**src/rtl/cruise_counter_ctrl.sv**
```systemverilog
`default_nettype none
// ============================================================================
// Module   : cruise_counter_ctrl
// Brief    : Cruise-control sequencer that drives the setpoint up/down counter.
// Revision : 1.0
// ============================================================================
module cruise_counter_ctrl #(
   parameter int WIDTH    = 3,
   parameter int MIN_SPD  = 1,
   parameter int MAX_SPD  = 7,
   parameter int STEP_DIV = 4
) (
   input  logic             clk,
   input  logic             clear_n,
   input  logic             on_off,
   input  logic             set_btn,
   input  logic             resume_btn,
   input  logic             accel_btn,
   input  logic             decel_btn,
   input  logic             brake,
   input  logic             cancel,
   input  logic [WIDTH-1:0] speed_in,
   input  logic [WIDTH-1:0] cnt_value,
   output logic             cnt_enable,
   output logic             cnt_mode,
   output logic             cnt_load,
   output logic [WIDTH-1:0] cnt_load_value,
   output logic             cnt_clear,
   output logic             cruise_active,
   output logic [2:0]       state
);

   localparam int                 c_tmr_w     = $clog2(STEP_DIV);
   localparam logic [WIDTH-1:0]   c_min       = WIDTH'(MIN_SPD);
   localparam logic [WIDTH-1:0]   c_max       = WIDTH'(MAX_SPD);
   localparam logic [c_tmr_w-1:0] c_step_last = c_tmr_w'(STEP_DIV - 1);

   typedef enum logic [2:0] {
      S_OFF     = 3'd0,
      S_IDLE    = 3'd1,
      S_CRUISE  = 3'd2,
      S_ACCEL   = 3'd3,
      S_DECEL   = 3'd4,
      S_STANDBY = 3'd5
   } state_t;

   state_t             r_state;
   logic               r_set_d;
   logic               r_resume_d;
   logic [c_tmr_w-1:0] r_tmr;
   logic               r_enable;
   logic               r_mode;
   logic               r_load;
   logic [WIDTH-1:0]   r_load_value;
   logic               r_clear;
   logic               r_active;

   state_t             w_nxt;
   logic [c_tmr_w-1:0] w_tmr;
   logic               w_enable;
   logic               w_mode;
   logic               w_load;
   logic [WIDTH-1:0]   w_load_value;
   logic               w_clear;
   logic               w_set_e;
   logic               w_res_e;
   logic               w_kill;
   logic               w_spd_ok;
   logic [WIDTH-1:0]   w_clamped;
   logic               w_is_acc;
   logic               w_leave;
   logic               w_room;

   assign w_set_e   = set_btn & ~r_set_d;
   assign w_res_e   = resume_btn & ~r_resume_d;
   assign w_kill    = brake | cancel;
   assign w_spd_ok  = (speed_in >= c_min);
   assign w_clamped = (speed_in > c_max) ? c_max : speed_in;
   assign w_is_acc  = (r_state == S_ACCEL);
   // Stepping stops when the active button drops or the opposite one joins it.
   assign w_leave   = w_is_acc ? (~accel_btn | decel_btn) : (~decel_btn | accel_btn);
   assign w_room    = w_is_acc ? (cnt_value < c_max) : (cnt_value > c_min);

   always_comb begin
      w_nxt        = r_state;
      w_tmr        = '0;
      w_enable     = 1'b0;
      w_mode       = r_mode;
      w_load       = 1'b0;
      w_load_value = r_load_value;
      w_clear      = 1'b0;
      if (!on_off) begin
         w_nxt   = S_OFF;
         w_clear = (r_state != S_OFF);
      end else begin
         case (r_state)
            S_OFF: w_nxt = S_IDLE;
            S_IDLE: begin
               if (!w_kill && w_set_e && w_spd_ok) begin
                  w_nxt        = S_CRUISE;
                  w_load       = 1'b1;
                  w_load_value = w_clamped;
               end
            end
            S_CRUISE: begin
               if (w_kill) begin
                  w_nxt = S_STANDBY;
               end else if (w_set_e && w_spd_ok) begin
                  w_load       = 1'b1;
                  w_load_value = w_clamped;
               end else if (accel_btn && !decel_btn) begin
                  w_nxt = S_ACCEL;
               end else if (decel_btn && !accel_btn) begin
                  w_nxt = S_DECEL;
               end
            end
            S_ACCEL, S_DECEL: begin
               if (w_kill) begin
                  w_nxt = S_STANDBY;
               end else if (w_set_e && w_spd_ok) begin
                  w_nxt        = S_CRUISE;
                  w_load       = 1'b1;
                  w_load_value = w_clamped;
               end else if (w_leave) begin
                  w_nxt = S_CRUISE;
               end else if (r_tmr == c_step_last) begin
                  // Timer wraps even when saturated so cadence is kept.
                  if (w_room) begin
                     w_enable = 1'b1;
                     w_mode   = w_is_acc;
                  end
               end else begin
                  w_tmr = r_tmr + 1'b1;
               end
            end
            S_STANDBY: begin
               if (!w_kill) begin
                  if (w_set_e) begin
                     if (w_spd_ok) begin
                        w_nxt        = S_CRUISE;
                        w_load       = 1'b1;
                        w_load_value = w_clamped;
                     end
                  end else if (w_res_e) begin
                     w_nxt = S_CRUISE;
                  end
               end
            end
            default: w_nxt = S_OFF;
         endcase
      end
   end

   always_ff @(posedge clk or negedge clear_n) begin
      if (!clear_n) begin
         r_state      <= S_OFF;
         r_set_d      <= 1'b0;
         r_resume_d   <= 1'b0;
         r_tmr        <= '0;
         r_enable     <= 1'b0;
         r_mode       <= 1'b0;
         r_load       <= 1'b0;
         r_load_value <= '0;
         r_clear      <= 1'b0;
         r_active     <= 1'b0;
      end else begin
         r_state      <= w_nxt;
         r_set_d      <= set_btn;
         r_resume_d   <= resume_btn;
         r_tmr        <= w_tmr;
         r_enable     <= w_enable;
         r_mode       <= w_mode;
         r_load       <= w_load;
         r_load_value <= w_load_value;
         r_clear      <= w_clear;
         r_active     <= (w_nxt == S_CRUISE) || (w_nxt == S_ACCEL) || (w_nxt == S_DECEL);
      end
   end

   assign cnt_enable     = r_enable;
   assign cnt_mode       = r_mode;
   assign cnt_load       = r_load;
   assign cnt_load_value = r_load_value;
   assign cnt_clear      = r_clear;
   assign cruise_active  = r_active;
   assign state          = r_state;

endmodule
`default_nettype wire

```
**config.mk**
```make
export PLATFORM = sky130hd
export DESIGN_NAME = cruise_counter_ctrl
export DESIGN_NICKNAME = d
export VERILOG_FILES = /design/src/rtl/cruise_counter_ctrl.sv
export SDC_FILE = /design/constraint.sdc
export NUM_CORES = 1
export LEC_CHECK = 0
export CAP_MARGIN = 20
export CORE_ASPECT_RATIO = 1.1
export CORE_MARGIN = 2
export CORE_UTILIZATION = 30
export CTS_BUF_LIST = sky130_fd_sc_hd__clkbuf_8
export CTS_CLUSTER_SIZE = 20
export DETAILED_ROUTE_END_ITERATION = 7
export GPL_TIMING_DRIVEN = 0
export PLACE_DENSITY_LB_ADDON = 0.08
export SETUP_SLACK_MARGIN = 0.2
export SYNTH_ARGS = -nofsm -noshare
export SYNTH_HDL_FRONTEND = slang
export SYNTH_SLANG_ARGS = --single-unit
```
**constraint.sdc**
```tcl
create_clock -name clk -period 1.74 [get_ports clk]
set_clock_uncertainty 0.2 [all_clocks]
set_input_delay 0.435 -clock clk [delete_from_list [all_inputs] [get_ports clk]]
set_output_delay 0.435 -clock clk [all_outputs]
set_load 0.01 [all_outputs]
```
### Word-level counts from Yosys, hierarchy flattened

Index checks and enable logic that the tools add are counted.

* register bits after elaboration: 15
* input port bits: 15
* word-level logic and storage cells: 105

* add/subtract/negate cells: 1
* magnitude comparators: 4
* equal/unequal tests: 15
* multiplexer cells: 46
* bitwise logic cells: 12
* reductions and logical operators: 17

Operators by type and width (number)
* 2-to-1 mux 3 bit: 20
* 2-to-1 mux 1 bit: 17
* case mux 3 bit (5 select lines): 1
* equality test 3 x 2 -> 1 bit, second input constant: 4
* 2-to-1 mux 2 bit: 6
* != test 2 bit, second input constant: 5
* equality test 3 bit, second input constant: 3
* case mux 3 bit (3 select lines): 1
* AND reduction 8 bit: 1
* NOT 1 bit: 7
* AND reduction 7 bit: 1
* nonzero test 3 bit: 2
* logical AND 1 bit: 5
* equality test 3 x 1 -> 1 bit, second input constant: 1
* greater-or-equal comparator 3 x 1 -> 1 bit, second input constant: 1
* greater-than comparator 3 x 1 -> 1 bit, second input constant: 1
* greater-than comparator 3 bit, second input constant: 1
* zero test 1 bit: 3
* zero test 3 bit: 1
* < comparator 3 bit, second input constant: 1
* bitwise OR 1 bit: 3
* case mux 1 bit (3 select lines): 1
* OR reduction 3 bit: 1
* adder 2 x 1 -> 2 bit, second input constant: 1
* other kinds (5): 7

### Logic depth before layout (Yosys ltp)

Gate-level depths: netlist (run 1).

* depth in word-level cells: 11
* mapped depth: 6
* depth with buffers taken out: 5

### Least setup slack after synthesis (run 1)

No wires, ideal clock.

* kind: input port to flip-flop
* from: input speed_in[0]
* to: register r_mode (netlist: cnt_mode)
* arrival: 1.563 ns
* setup slack: -0.148 ns
* stages: 4
* path buffers: 0
* cell sequence: o31a_2 -> nor3_2 -> and4b_4 -> mux2_4

* cells in the longest elaborated chain, start to end: 4

Ends and longest elaborated chain
* start: declaration: line 22 `input logic [WIDTH-1:0] speed_in,`
* greater-or-equal comparator 3 x 1 -> 1 bit: line 77 `assign w_spd_ok = (speed_in >= c_min);`
* logical AND 1 bit: line 120 `end else if (w_set_e && w_spd_ok) begin`
* NOT 1 bit (no source line)
* AND reduction 7 bit (no source line)
* end signal: assignment: line 172 `r_mode <= w_mode;`
* end: declaration: line 52 `logic r_mode;`

No other way between the ends.
A chain may end at the register's enable or synchronous reset.

### Final worst setup path (run 1)

* from: register r_state[2] (netlist: state[2])
* to: register r_mode (netlist: cnt_mode)

* cells in the longest elaborated chain, start to end: 4
* elaborated cells between the ends (all ways): 7

Ends and longest elaborated chain
* start: declaration: line 47 `state_t r_state;`
* start signal: assignment: line 167 `r_state <= w_nxt;`
* equality test 3 x 2 -> 1 bit: line 79, 96
* 2-to-1 mux 1 bit: line 81 `assign w_leave = w_is_acc ? (~accel_btn | decel_btn) : (~decel_btn | accel_btn);`
* NOT 1 bit (no source line)
* AND reduction 7 bit (no source line)

Parallel ways exist; a longest one is shown, timed or not.

==> results of run 1 <==
==> cells in the mapped netlist <==
cell,n,area share [%]
dfrtp_1,15,46
nor2_1,6,2.8
inv_1,4,1.8
nand2_1,4,1.8
mux2_2,3,4.1
a21o_1,2,1.8
and2_1,2,1.5
and2b_2,2,2.1
buf_6,2,2.8
nand3_1,2,1.2
nor3_1,2,1.2
a2111oi_2,1,1.8
a211oi_1,1,0.92
a211oi_2,1,1.5
a21oi_1,1,0.61
a21oi_2,1,1.1
a22oi_1,1,0.92
a22oi_2,1,1.5
a32oi_1,1,1.1
and3b_2,1,1.2
and4b_4,1,1.7
ha_1,1,1.5
mux2_4,1,1.8
nand2b_1,1,0.77
nand4_1,1,0.77
nor2b_1,1,0.77
nor2b_4,1,1.7
nor3_2,1,1.2
nor3b_2,1,1.5
nor3b_4,1,2.3
o2111ai_1,1,1.1
o21ai_0,1,0.61
o31a_2,1,1.2
o32a_1,1,1.2
o32ai_1,1,1.1
or2_4,1,1.1
or3_1,1,0.77
xnor2_1,1,1.1
==> through the flow <==
| step | setup WS (ns) | area [um^2] |
|---|---|---|
| global placement | -0.654 | 1120 |
| floorplan | -0.122 | 835 |
| CTS | -0.148 | 1310 |
| finish | -0.141 | 1440 |
| global route | -0.219 | 1440 |
| detailed placement | -0.662 | 1120 |
==> routing by layer <==
metal  share of wire, %  vias up  wire length (um)
met5                  0        -                 0
met4                1.8        0                38
met3                5.3        5               112
met2                 50       22              1050
met1                 43      362               917
li1                   -      362                 -
==> final cells by class <==
class	instances	area, um^2	share of cell area, %
Multi-Input combinational cell	50	519	36.0
Timing Repair Buffer	47	427	29.5
Sequential cell	15	377	26.1
Clock buffer	3	41.3	2.86
Tap cell	31	38.8	2.69
Buffer	2	22.5	1.56
Inverter	4	15.0	1.04
Clock inverter	1	3.75	0.260
==> cell families after synthesis <==
logic type / share of synthesized area [%]
simple gates: 24.5
compound gates: 16.5
flops: 45.9
buf+inv: 4.59
mux: 5.96
xor+xnor: 1.07
fa+ha+maj: 1.53
==> sequential cells by signal, summed over array words and instances (netlist names) <==
register        count
cnt_load_value      3
r_set_d             1
cruise_active       1
r_resume_d          1
state               3
cnt_load            1
cnt_mode            1
r_tmr               2
cnt_clear           1
cnt_enable          1
==> critical path: stages, from the launching register on <==
cell     delay [ns]
dfrtp_1        0.39
buf_6          0.13
and3b_2        0.28
a22oi_2        0.08
nor3_4         0.13
and4b_4        0.26
mux2_4         0.29
==> worst max path at each step <==
| stage | slack (ns) | end | from | depth (start not counted) |
|---|---|---|---|---|
| floorplan | -0.12 | cnt_mode | state[2] | 6 |
| global placement | -0.65 | cnt_mode | speed_in[0] | 5 |
| detailed placement | -0.66 | cnt_mode | speed_in[0] | 5 |
| CTS | -0.15 | cnt_mode | state[2] | 6 |
| global route | -0.22 | cnt_mode | state[2] | 6 |
| finish | -0.14 | cnt_mode | state[2] | 6 |
==> where the power goes <==
part	switching, uW	total [uW]	internal, uW
clock	120	276	156
sequential	10.8	380	369
combinational	79.8	185	105
==> timing repair <==
| item | 4_1_cts | 5_1_grt |
|---|---|---|
| setup buffers | 14 | 8 |
| pin swaps | 13 | 14 |
| gates resized for setup | 45 | 21 |
| endpoints found under the setup margin | 22 | 18 |
==> metrics.md, run 1 <==
| Metric | Value |
|---|---|
| Outcome | finished, violations left |
| Failing checks | setup timing |
| CP Data Required Time | 1.67 ns |
| Startpoint types | flip-flop |
| Core ar. | 2540 um^2 |
| Mean Syn Cell Area | 11.5 um^2 |
| Final worst path period share | 108% |
| CTS tree | built |
| CTS Sinks | 15 |
| Commonest cells after routing, fill and taps aside | buf_4 (19), dfrtp_1 (14), clkdlybuf4s15_1 (9), dlygate4sd2_1 (8), buf_6 (6) |
| Setup ws final | -0.141 ns |
| Hold path cells | 1 |
| Row cnt | 19 |
| Vias in the first global route | 751 |
| Flop-to-flop setup slack | -0.14 ns |
| First-pass GRT wire length | approximately 3300 um |
| Antenna violations before repair | 0 |
| Hold Path Sink | r_resume_d |
| # H-tree levels | 1 |
| Total GRT Usage | between 10% and 20% |
| Die X | 53.8 um |
| Global Route met3 Usage | 3.30% |
| Placer congestion estimate | 0.788 |
| Worst Path Max Fanout | 5 |
| # diodes | 0 |
| Lkg Pwr | 0.000698 uW |
| Met1 Usage GRT | approximately a fifth |
| Hold Slack | 0.129 ns |
| DP Cell Count | 127 |
| Final HPWL DP | between 1000 and 1500 um |
| Fin cells | 153 |
| Post-synthesis sequential area ratio | 45.9% |
| DR DRC count | 0 |
| Finished Core Util | between 50% and 60% |
| R2R Path Start | state[2] |
| Commonest non-fill, non-tap cell in the layout | buf_4 |
| CP endpoint kind | flip-flop |
| Die Height | 58.8 um |
| Avg Vias per Cell | 4.91 |
| Share of cells above drive strength 1 | 50.0% |
| Area Growth Syn to Fin | 76.5% |
| Clk slew on worst S/H paths | 0.06 ns |
| Total number of vias | 751 |
| Total power | ~840 uW |
| Slew HR | 54.3% |
| Gate Count Post-Synth | 71 |
| Remaining global-route overflow | 0 |
| Hold_sp | resume_btn |
| Max_cap viols | 0 |
| CTS Root Cell | clkbuf_8 |
| Slew @ Worst Pin | 0.683 ns |
| Initial Util | 32.2% |
| Final setup vio count | 2 |
| Filler instances | between 200 and 250 |
| Fmax | 0.532 GHz |
| Drt initial violations | 3 |
| Yosys reg bits | 15 |
| Net count, final | 139 |
| Wire per inst | 13.8 um |
| Total CTS buffers | 3 |
| Arrival time worst endpoint | about 1.8 ns |
| Yosys warns | 0 |
| Pin count of the biggest net entering global routing | 16 |
| Min cycle time layout | 1.88 ns |
| Synth cell types | 38 |
| Post-Route WL | 2120 um |
| Drt first pass iters | 4 |
| Max-slew violations | 0 |
| Worst-Skew Late Latency | approximately 0.25 ns |
| Worst IR Drop VDD | 0.445 mV |
| Unrepaired setup endpoints after global routing | true |
| Pwr dens | 582 nW/um^2 |
| Routing usage on met2 | 22.3% |
| Kind of critical path | flip-flop to flip-flop |
| GRT Max-Usage Layer | met2 |
| Die area | about 3200 um^2 |
| Synthesized area | between 800 and 900 um^2 |
| Total negative slack | -0.193 ns |
| IO Port Bufs | 25 |
| HP Class | input port to flip-flop |
| Final Hold Fails | 0 |
| DRT antenna net count | 0 |
| Syn Nets | 87 |
| I/O pin cnt | 26 |
| Reg2reg path depth | 6 |
| Reg-to-Reg End | cnt_mode |
| Hold buffers post-CTS | 0 |
| Longest Clk Path Bufs | 2 |
Note: power is estimated with default switching activity, not from simulation.
==> inputs of run 2 (changes only) <==
Settings changed: SLEW_MARGIN set to 20.
==> results of run 2 <==
No change in the layout: final DEF, timing and power equal those of run 1.
==> inputs of run 3 (changes only) <==
==> constraint.sdc (replaced) <==
create_clock -name clk -period 1.74 [get_ports clk]
set_clock_uncertainty 0.2 [all_clocks]
set_input_delay 0.174 -clock clk [delete_from_list [all_inputs] [get_ports clk]]
set_output_delay 0.174 -clock clk [all_outputs]
set_load 0.01 [all_outputs]
==> run 3 against run 2 <==
The run still ends with setup timing left. Core utilization is 1.5 points lower. Hold slack better by 0.024 ns. Routed wire length is 1.8% higher. Die area stayed put. First-iteration DRC count grew to 3.7 times the previous value.
==> metrics.md, run 3 (same netlist as run 1, synthesis figures left out) <==
| Metric | Value |
|---|---|
| Outcome | finished, violations left |
| Failing checks | setup timing |
| Crit-path leading delay family | simple AND/OR/NAND/NOR gates |
| Remaining global-route overflow | 0 |
| CTS tree | built |
| HP Class | input port to async pin |
| Final HPWL DP | 1350 um |
| Vias in the first global route | 701 |
| # H-tree levels | 1 |
| First-pass GRT wire length | 3240 um |
| Lkg Pwr | 0.000666 uW |
| Post-Route WL | 2150 um |
| Fmax | approximately 0.53 GHz |
| Worst-Skew Late Latency | 0.24 ns |
| Final setup vio count | 3 |
| CP endpoint kind | flip-flop |
| I/O pin cnt | 26 |
| Unrepaired setup endpoints after global routing | true |
| Max_cap viols | 0 |
| Die Height | 58.8 um |
| Slew HR | 52.9% |
| Core ar. | ~2500 um^2 |
| Crit-path cells | buf_6, and3b_2, buf_6, nor3_2, and4b_4, mux2_4 |
| Total GRT Usage | around 15% |
| DR DRC count | 0 |
| Area Growth Syn to Fin | 71.7% |
| Most used cell, CP | buf_6 |
| Worst IR Drop VDD | 0.446 mV |
| # diodes | 0 |
| CTS Root Cell | clkbuf_8 |
| Die area | 3160 um^2 |
| Final worst path period share | 109% |
| Total number of vias | 734 |
| Combinational Power Share | 22.5% |
| Row cnt | 19 |
| Commonest non-fill, non-tap cell in the layout | clkdlybuf4s50_1 |
| Internal | 638 uW |
| Setup ws final | -0.149 ns |
| Max-slew violations | 0 |
| Antenna violations before repair | 0 |
| Clk network pwr share | 32.5% |
| DRT antenna net count | 0 |
| Post-DP Area | roughly 1100 um^2 |
| Flop pwr share | between 40 and 50% |
| DP Cell Count | 127 |
| Sw Pwr | 205 uW |
| Pwr dens | 600 nW/um^2 |
| Avg Vias per Cell | 4.96 |
| Total power | 843 uW |
| Fin cells | between 100 and 150 |
| Final Hold Fails | 0 |
| Arrival time worst endpoint | approximately 1.8 ns |
| Total CTS buffers | 3 |
| Slew @ Worst Pin | around 0.70 ns |
| Largest stage delay on the critical path | 0.39 ns |
| Net Sw Frac | 24.3% |
| Post-route cell area | approximately 1400 um^2 |
| Kind of critical path | flip-flop to flip-flop |
| CTS Sinks | 15 |
| Commonest cells after routing, fill and taps aside | clkdlybuf4s50_1 (20), dfrtp_1 (14), buf_4 (14), buf_6 (6) |
| Initial Util | between 30% and 40% |
| Pin count of the biggest net entering global routing | 16 |
| CP Data Required Time | 1.67 ns |
| Wire per inst | 14.6 um |
| Worst slack, placed | -0.439 ns |
| Worst Path Max Fanout | 5 |
| Drt initial violations | 11 |
| Share of cells above drive strength 1 | 44.4% |
| CP max-delay cell | dfrtp_1 |
| Buffers and inverters on the worst path | 2 |
| Placer congestion estimate | 0.818 |
| Net count, final | 134 |
| Longest Clk Path Bufs | 2 |
| Drt first pass iters | 4 |
| Die X | 53.8 um |
| Clk slew on worst S/H paths | 0.06 ns |
| Startpoint types | flip-flop |
| Min cycle time layout | 1.89 ns |
| IO Port Bufs | 25 |
==> run 3: what timing repair did <==
item | in CTS | in global routing
gates resized for setup | 20 | 10
setup endpoints to repair | 11 | 13
gates cloned | 0 | 0
buffers inserted | 12 | 5
hold buffers | 0 | 0
pin swaps | 9 | 10
==> run 3: path summary, 6_finish.rpt <==
check                      startpoint         end  slack, ns  cells after the start
setup / recovery             state[2]    cnt_mode      -0.15                      6
hold / removal                clear_n    r_tmr[1]       0.15                      1
setup reg to reg             state[2]    cnt_mode      -0.15                      6
hold reg to reg              r_tmr[0]    r_tmr[0]       0.25                      1
max in group asynchronous     clear_n    state[0]       0.70                      1
min in group clk           resume_btn  r_resume_d       0.19                      1
==> run 3: power groups by stage <==
stage / Combinational, uW / Sequential (uW) / Clock [uW]
after detailed placement: 145 / 386 / 0
after global placement: 143 / 385 / 0
after CTS: 176 / 379 / 280
after floorplan: 49.2 / 394 / 0
after global routing: 203 / 381 / 297
final: 190 / 380 / 274
==> run 3: metrics by stage <==
stage | hold WS [ns] | TNS (ns) | utilization (%)
after detailed placement | 0.243 | -1.81 | 43.5
after floorplan | -0.322 | -0.129 | -
after CTS | 0.172 | -0.298 | 51.8
after global routing | 0.199 | -0.490 | 55.2
final | 0.154 | -0.274 | 55.2
after global placement | 0.235 | -1.87 | 43.5
==> run 3: layout make-up <==
cell class	instances	area [um^2]
multi-input combinational	50	510
timing repair buffer	42	397
clock inverter	1	3.75
clock buffer	3	41.3
tap	31	38.8
fill	234	1140
buffer	2	22.5
sequential	15	377
inverter	4	15.0
==> run 3: routing by layer <==
layer	wire length, um	up-vias	part of all wire, %	global-route usage [%]
met5	0	-	0	0
met4	44	0	2.0	9.89
met3	79	4	3.7	1.52
met2	1010	18	47	22.1
met1	1020	362	47	19.6
li1	-	350	-	-
==> run 3: worst register-to-register path: stages (launching register included) <==
cell,delay (ns)
dfrtp_1,0.39
buf_6,0.14
and3b_2,0.27
buf_6,0.13
nor3_2,0.04
and4b_4,0.33
mux2_4,0.29
